### config.mk
export PLATFORM = sky130hd
export DESIGN_NAME = regfile_wb_arbiter
export DESIGN_NICKNAME = d
export VERILOG_FILES = /design/src/rtl/regfile_wb_arbiter.sv
export SDC_FILE = /design/constraint.sdc
export NUM_CORES = 1
export LEC_CHECK = 0
export CAP_MARGIN = 5
export CORE_UTILIZATION = 35
export DETAILED_ROUTE_END_ITERATION = 8
export PLACE_DENSITY_LB_ADDON = 0.2
export REMOVE_ABC_BUFFERS = 1
export SYNTH_ARGS = -nofsm -noshare
export SYNTH_HDL_FRONTEND = slang
export SYNTH_SLANG_ARGS = --single-unit
### constraint.sdc
create_clock -name clock -period 1.9 [get_ports clock]
set_input_delay 0.285 -clock clock [delete_from_list [all_inputs] [get_ports clock]]
set_output_delay 0.285 -clock clock [all_outputs]
set_load 0.1 [all_outputs]
### src/rtl/regfile_wb_arbiter.sv
// Round-robin arbiter sharing the register file write port between the
// ALU writeback path and the memory load path. Writes to r0 are absorbed
// without taking the port; a saturating counter tracks contended cycles.
module regfile_wb_arbiter #(
    parameter int DATA_W = 32,
    parameter int ADDR_W = 3,
    parameter int CNT_W  = 16
) (
    input  logic              clock,
    input  logic              reset,
    input  logic              hold,
    input  logic              alu_valid,
    output logic              alu_ready,
    input  logic [ADDR_W-1:0] alu_reg,
    input  logic [DATA_W-1:0] alu_data,
    input  logic              mem_valid,
    output logic              mem_ready,
    input  logic [ADDR_W-1:0] mem_reg,
    input  logic [DATA_W-1:0] mem_data,
    output logic              rf_we,
    output logic [ADDR_W-1:0] rf_write_reg,
    output logic [DATA_W-1:0] rf_write_data,
    output logic              rf_src,
    output logic [CNT_W-1:0]  contention_cnt
);

    localparam logic SRC_ALU = 1'b0;
    localparam logic SRC_MEM = 1'b1;

    logic last_grant;
    logic alu_comp;
    logic mem_comp;
    logic alu_zero;
    logic mem_zero;
    logic grant_alu;
    logic grant_mem;
    logic contend;

    // Classify requests and pick at most one competing winner; r0 writes are
    // acknowledged unconditionally since they never reach the register file.
    always_comb begin
        alu_comp  = alu_valid && (alu_reg != '0);
        mem_comp  = mem_valid && (mem_reg != '0);
        alu_zero  = alu_valid && (alu_reg == '0);
        mem_zero  = mem_valid && (mem_reg == '0);
        contend   = !hold && alu_comp && mem_comp;
        grant_alu = !hold && alu_comp && (!mem_comp || (last_grant == SRC_MEM));
        grant_mem = !hold && mem_comp && (!alu_comp || (last_grant == SRC_ALU));
        alu_ready = alu_zero || grant_alu;
        mem_ready = mem_zero || grant_mem;
    end

    // Round-robin pointer; reset to MEM so the ALU wins the first tie.
    always_ff @(posedge clock or posedge reset) begin
        if (reset) begin
            last_grant <= SRC_MEM;
        end else if (grant_alu) begin
            last_grant <= SRC_ALU;
        end else if (grant_mem) begin
            last_grant <= SRC_MEM;
        end
    end

    // Registered write port; address/data/source hold when idle.
    always_ff @(posedge clock or posedge reset) begin
        if (reset) begin
            rf_we         <= 1'b0;
            rf_write_reg  <= '0;
            rf_write_data <= '0;
            rf_src        <= SRC_ALU;
        end else if (grant_alu || grant_mem) begin
            rf_we         <= 1'b1;
            rf_write_reg  <= grant_mem ? mem_reg  : alu_reg;
            rf_write_data <= grant_mem ? mem_data : alu_data;
            rf_src        <= grant_mem;
        end else begin
            rf_we         <= 1'b0;
        end
    end

    // Saturating count of cycles in which both sources competed for the port.
    always_ff @(posedge clock or posedge reset) begin
        if (reset) begin
            contention_cnt <= '0;
        end else if (contend && (contention_cnt != '1)) begin
            contention_cnt <= contention_cnt + 1'b1;
        end
    end

endmodule

==> flow_summary_export.csv, run 1 <==
group,metric,value,unit
status,status,"finished, final reports clean",
routing,ant_nets,0,
logic_synthesis,synth_area,2640,sq um
routing,viasPerCell,4.76,
power,p_comb_share,52.6,%
setup_path,critical-path-top-delay-family,"simple AND/OR/NAND/NOR gates",
power,pwr-share-clk,16.1,%
routing,route.vias.total,2503,
timing,rsz0062_at_grt,"false",
clocking,cts-hold-fix-buffers,0,
clocking,cts.sinks,54,
logic_synthesis,synth_cells,281,
power,internal-power,2.40,mW
min_path,min-delay-path-class,"primary input to async pin",
finish,area_growth,62.2,%
logic_synthesis,synthTopCellsByArea,"dfrtp_1, nand2_1, a31oi_1",
setup_path,path_max_fanout,4,
logic_synthesis,synth_seq_cells,54,
timing,final.setup_skew,0.00790,ns
timing,setup_viol,0,
global_routing,grtUsageTotal,18.7,%
clocking,cts_root_buf,"clkbuf_8",
finish,final_cell_count_no_fill,526,
finish,register_area,1350,sq um
die,die_y,88.9,um
global_routing,grt-ovfl-total,0,
timing,setup_slack,0.0244,ns
routing,avgRoutedWirePerCell,13.2,um
global_routing,antenna_found_initial,0,
clocking,cts_buffers,5,
setup_path,cp_slowest_cell,"or3_4",
clocking,clk_latency,0.30,ns
finish,nFillCells,661,
logic_synthesis,yosysUniqueCellTypes,40,
placement,io_buffers,129,
timing,slew_viol_final,0,
logic_synthesis,syn_area_per_cell,9.40,sq um
power,max-vdd-ir-drop,536,uV
placement,gp_congestion,0.788,
clocking,path_clk_slew,0.10,ns
timing,worst_pin_slew,0.388,ns
logic_synthesis,yosys_warnings,0,
timing,final_hold_viol_count,0,
finish,largest_reg_flops,32,
setup_path,cp.required,1.62,ns
finish,multi_input_area,1230,sq um
placement,dp_hpwl,5300,um
setup_path,cp-end-kind,"primary output",
finish,fin_nets,502,
logic_synthesis,synth-main-ff-cell,"dfrtp_1",
logic_synthesis,async_flop_share,100,%
power,seqPwrFrac,31.3,%
routing,route.detailed.drc,0,
setup_path,path_class,"primary input to primary output",
die,ios,130,
die,coreArea,7290,sq um
setup_path,worstPathCellList,"dlygate4sd2_1 > o311a_1 > or3_4 > nand2_4 > buf_12",
global_routing,grt_pass1_vias,2348,
clocking,h-tree-depth,2,
power,leakage,1.93,nW
power,p_sw_share,49.1,%
timing,worst_hold_slack,0.346,ns
die,die-area,7900,sq um
die,initial_utilization,36.2,%
global_routing,grt_pass1_wl,11300,um
power,p_sw,2.32,mW
logic_synthesis,synth.top_cell.area_share,50.2,%
logic_synthesis,synth.largest_area_cell,"dfrtp_1",
timing,min_period,1.88,ns
routing,dr.pass1.iters,4,
timing,relSlewSlack,74.2,%
finish,final_core_util,58.8,%
global_routing,grt_max_degree,38,
setup_path,worstPathArrival,1.59,ns
clocking,cts_tree,"yes",
timing,fmax,533,MHz
power,powerDensity,1100,nW/um^2
timing,period_share,98.7,%
die,num_rows,31,
die,die_x,88.9,um
routing,routed_wirelength,6940,um
finish,drive_gt1_share,26.2,%
setup_path,slowest_delay,0.41,ns
setup_path,critPathLaunchType,"primary input",
setup_path,critPathBufInv,2,
clocking,max-clock-path-buffers,2,
placement,dp.cells,516,
placement,place_ws,-0.198,ns
logic_synthesis,seq_area_frac_synth,51.2,%
routing,drt_iter0_markers,93,
logic_synthesis,synth_edf_count,0,
finish,n_antenna_cell,0,
flow_run,cap_violations,0,
==> worst paths after layout <==
check                                    from  cells past startpoint                  to  slack, ns
max                                alu_reg[2]                      5           mem_ready       0.02
min in group clock                 alu_reg[2]                      3     rf_write_reg[2]       0.51
min                                     reset                      3               rf_we       0.35
max in group asynchronous               reset                      3          last_grant       1.20
max reg2reg                 contention_cnt[5]                      6   contention_cnt[0]       0.17
min reg2reg                contention_cnt[15]                      1  contention_cnt[15]       0.51
==> power groups by stage <==
stage	registers [mW]	clock network, mW	logic, mW
floorplan	2.85	0	0.352
global placement	1.49	0	2.48
detailed placement	1.50	0	2.49
CTS	1.48	0.790	2.50
global route	1.50	0.833	2.59
finish	1.48	0.760	2.48
==> routing by layer <==
layer / up-vias / GRT usage (%) / share of wire (%)
met5: - / 0 / 0
li1: 1255 / - / -
met3: 7 / 7.48 / 9.2
met4: 0 / 3.96 / 0.79
met1: 1154 / 22.3 / 41
met2: 87 / 31.8 / 49
==> layout make-up <==
class	count	area share, %
inverters	5	0.438
well taps	99	2.89
clock inverters	1	0.701
repair buffers	155	33.8
clock buffers	7	1.78
flip-flops and latches	54	31.6
multi-input cells	205	28.8
==> layout by cell type (no fill, tap or decap), drive strengths merged, types with 2 or more instances in the layout <==
cell           netlist  layout
nor2                38      38
nor4                 9       9
and3                 2       2
nand3                6       6
dlymetal6s2s         0       2
dlygate4sd2          0       6
buf                  8      81
nand2               70      70
or3                  4       4
dfrtp               53      53
nand4                3       3
inv                  5       5
clkdlybuf4s50        0      66
nor3b                2       2
a21oi                3       3
nor3                 5       5
xor2                13      13
a31oi               32      32
nor4b                2       2
xnor2                2       2
clkbuf               9       7
o21ai                2       2
a22oi                3       3
==> synthesized netlist by cell type, types with 2 or more instances <==
cell and number:
nor4_4 3, nor3_1 2, clkbuf_1 9, nor4_2 2, buf_2 6, a22oi_1 3
nand4_1 2, o21ai_0 2, a21oi_1 3, nand2_1 70, xnor2_1 2, nor4_1 4
nor3_2 3, xor2_1 13, a31oi_1 32, and3_1 2, or3_1 3, inv_1 5
nand3_1 5, dfrtp_1 53, nor2_1 38
==> per-stage QoR <==
stage | TNS, ns | instance area (sq um) | power [mW]
after global routing | 0 | 4290 | 4.93
after CTS | 0 | 4270 | 4.76
after detailed placement | -5.88 | 4140 | 3.99
after floorplan | -32.15 | 2560 | 3.20
final | 0 | 4290 | 4.72
after global placement | -4.62 | 4140 | 3.97
==> timing repair <==
item                       4_1_cts  5_1_grt
setup buffers                    1        1
pin swaps                        3        2
resized for setup               11        4
gates cloned                     0        0
setup endpoints to repair        2        3
==> worst register-to-register path, cell delays in order, from the launching register on <==
cell,delay [ns]
dfrtp_1,0.43
nand4_2,0.23
nor4_2,0.33
buf_4,0.26
nor2_1,0.10
buf_4,0.15
xor2_1,0.13
==> kinds of logic after synthesis <==
logic type | after synthesis | synth area share [%]
AO/OA/AOI/OAI | 44 | 10.8
XOR/XNOR | 15 | 4.97
adder cells (fa/ha/maj) | 1 | 0.473
buffers and inverters | 22 | 3.84
flip-flops | 54 | 51.2
multiplexers | 1 | 0.426
AND/OR/NAND/NOR | 144 | 28.3
(Power assumes the default switching activity.)
==> run 2: changes to the inputs <==
==> constraint.sdc (replaced) <==
create_clock -name clock -period 1.8 [get_ports clock]
set_input_delay 0.27 -clock clock [delete_from_list [all_inputs] [get_ports clock]]
set_output_delay 0.27 -clock clock [all_outputs]
set_load 0.1 [all_outputs]
==> run 2 against run 1 <==
Effect of this change:
- die area unchanged
- final area increased by 6.9%
- flip-flop and latch count unchanged
- clock power decreased by 14%
- clock skew increased by 0.0043 ns
- critical path depth decreased by 1
- power increased by 6.3%
- worst setup slack improved by 0.026 ns
- largest power group unchanged
- non-clock buffer count increased by 20
- final cell count increased by 3.6%
- highest routed layer unchanged
==> flow_summary_export.csv, run 2 (same netlist as run 1, synthesis figures left out) <==
group,metric,value,unit
status,status,"finished, final reports clean",
setup_path,ff2ff_path_depth,6,
finish,fin_area,4580,sq um
timing,worst_pin_slew,0.356,ns
global_routing,grt-ovfl-total,0,
power,pwr-share-clk,13.0,%
placement,io_buffers,129,
power,p_sw,2.49,mW
clocking,cts-hold-fix-buffers,0,
finish,final_common_cell,"buf_4",
clocking,cts_buffers,5,
placement,place_ws,-0.303,ns
power,max-vdd-ir-drop,753,uV
placement,dp_hpwl,5600,um
die,coreArea,7290,sq um
die,ios,130,
setup_path,path_class,"flip-flop to primary output",
timing,slew_viol_final,0,
clocking,cts_tree,"yes",
finish,area_growth,73.3,%
timing,fin_tns_setup,0,ns
routing,drt_iter0_markers,61,
setup_path,worstPathArrival,1.48,ns
clocking,max-clock-path-buffers,2,
global_routing,antenna_found_initial,0,
flow_run,cap_violations,0,
finish,fin_nets,522,
routing,avgRoutedWirePerCell,13.4,um
global_routing,grt_max_degree,54,
setup_path,critPathLaunchType,"flip-flop",
routing,ant_nets,0,
timing,final_hold_viol_count,0,
clocking,clk_latency,0.31,ns
finish,nFillCells,632,
setup_path,path_max_fanout,3,
finish,register_area,1350,sq um
routing,routed_wirelength,7280,um
routing,viasPerCell,4.83,
clocking,cts.sinks,54,
timing,period_share,97.2,%
power,seqPwrFrac,30.9,%
finish,n_antenna_cell,0,
setup_path,worstPathCellList,"o311a_1 > or3_4 > nand2_4 > buf_12",
routing,dr.pass1.iters,4,
global_routing,grt_pass1_vias,2613,
clocking,cts_root_buf,"clkbuf_8",
placement,gp_congestion,0.799,
finish,multi_input_area,1230,sq um
placement,dp.cells,533,
finish,drive_gt1_share,29.8,%
die,die_y,88.9,um
die,num_rows,31,
clocking,h-tree-depth,2,
power,powerDensity,1100,nW/um^2
clocking,path_clk_slew,0.10,ns
timing,final.setup_skew,0.0122,ns
global_routing,grt_pass1_wl,11900,um
setup_path,slowest_delay,0.41,ns
timing,rsz0062_at_grt,"false",
timing,fmax,572,MHz
timing,setup_slack,0.0508,ns
die,die_x,88.9,um
setup_path,cp.required,1.53,ns
timing,relSlewSlack,76.2,%
setup_path,cp-end-kind,"primary output",
power,internal-power,2.53,mW
min_path,min-delay-path-class,"primary input to async pin",
power,p_total,5.02,mW
routing,route.detailed.drc,0,
die,initial_utilization,36.2,%
finish,largest_reg_flops,32,
placement,postPlaceCellArea,4450,sq um
power,p_sw_share,49.6,%
power,leakage,2.06,nW
finish,final_cell_mix,"buf_4, nand2_1, clkdlybuf4s50_1, dfrtp_1, nor2_1",
power,p_comb_share,56.2,%
timing,setup_viol,0,
timing,min_period,1.75,ns
global_routing,grtUsageTotal,19.5,%
setup_path,cp_slowest_cell,"or3_4",
die,die-area,7900,sq um
routing,route.vias.total,2631,
finish,final_cell_count_no_fill,545,
[run 2: cell count changes in the layout (fill, tap and decap cells not counted), moves of 2 or more]
cell	delta
buf_12	+15
clkbuf_2	+2
dlymetal6s2s_1	-2
buf_4	+6
[run 2: power groups by stage]
stage	clock network (mW)	logic [mW]	registers, mW
floorplan	0	0.372	3.01
global placement	0	2.81	1.56
detailed placement	0	2.83	1.57
CTS	0.674	2.83	1.55
global route	0.724	2.93	1.57
finish	0.652	2.82	1.55
[run 2: area by class of cell]
type                            count  area share, %
Clock buffer                        6           1.58
Clock inverter                      1          0.164
Inverter                            5          0.410
Multi-Input combinational cell    205           27.0
Sequential cell                    54           29.5
Tap cell                           99           2.70
Timing Repair Buffer              175           38.6
[run 2: repair_timing]
action / CTS / global route
setup buffers: 2 / 3
gates resized for setup: 13 / 6
pin swaps: 4 / 2
setup endpoints to repair: 2 / 6
[run 2: metrics by stage]
stage | util [%] | hold slack (ns)
2_1_floorplan | - | 0.422
3_3_place_gp | 61.1 | 0.492
3_5_place_dp | 61.1 | 0.495
4_1_cts | 62.5 | 0.346
5_1_grt | 62.8 | 0.346
6_report | 62.8 | 0.341
[run 2: path summary, 6_finish.rpt]
path | from | to | slack, ns
min in group clock | alu_reg[0] | rf_write_reg[0] | 0.35
worst min-delay path | reset | rf_write_data[16] | 0.34
worst min register to register | last_grant | last_grant | 0.52
worst max register to register | contention_cnt[0] | contention_cnt[1] | 0.14
max in group asynchronous | reset | last_grant | 1.13
worst max-delay path | last_grant | mem_ready | 0.05
[run 2: worst max-delay path: cells and delay by family (launching register included)]
| family | cells | cell delay, ns |
|---|---|---|
| and+or+nand+nor | 2 | 0.49 |
| buffers and inverters | 1 | 0.16 |
| DFF | 1 | 0.40 |
| AOI/OAI and AO/OA | 1 | 0.12 |
[run 2: per-layer routing]
layer	vias to the layer above	global-route usage (%)	part of all wire (%)
li1	1291	-	-
met1	1243	22.8	42
met2	89	34.3	50
met3	8	6.83	7.7
met4	0	4.84	1.1
met5	-	0	0
==> run 3: changes to the inputs <==
--- a/config.mk
+++ b/config.mk
@@ -13,3 +13,4 @@
 export SYNTH_ARGS = -nofsm -noshare
 export SYNTH_HDL_FRONTEND = slang
 export SYNTH_SLANG_ARGS = --single-unit
+export TNS_END_PERCENT = 100
==> results of run 3 <==
The final DEF is identical to that of run 2; final timing and power are the same.
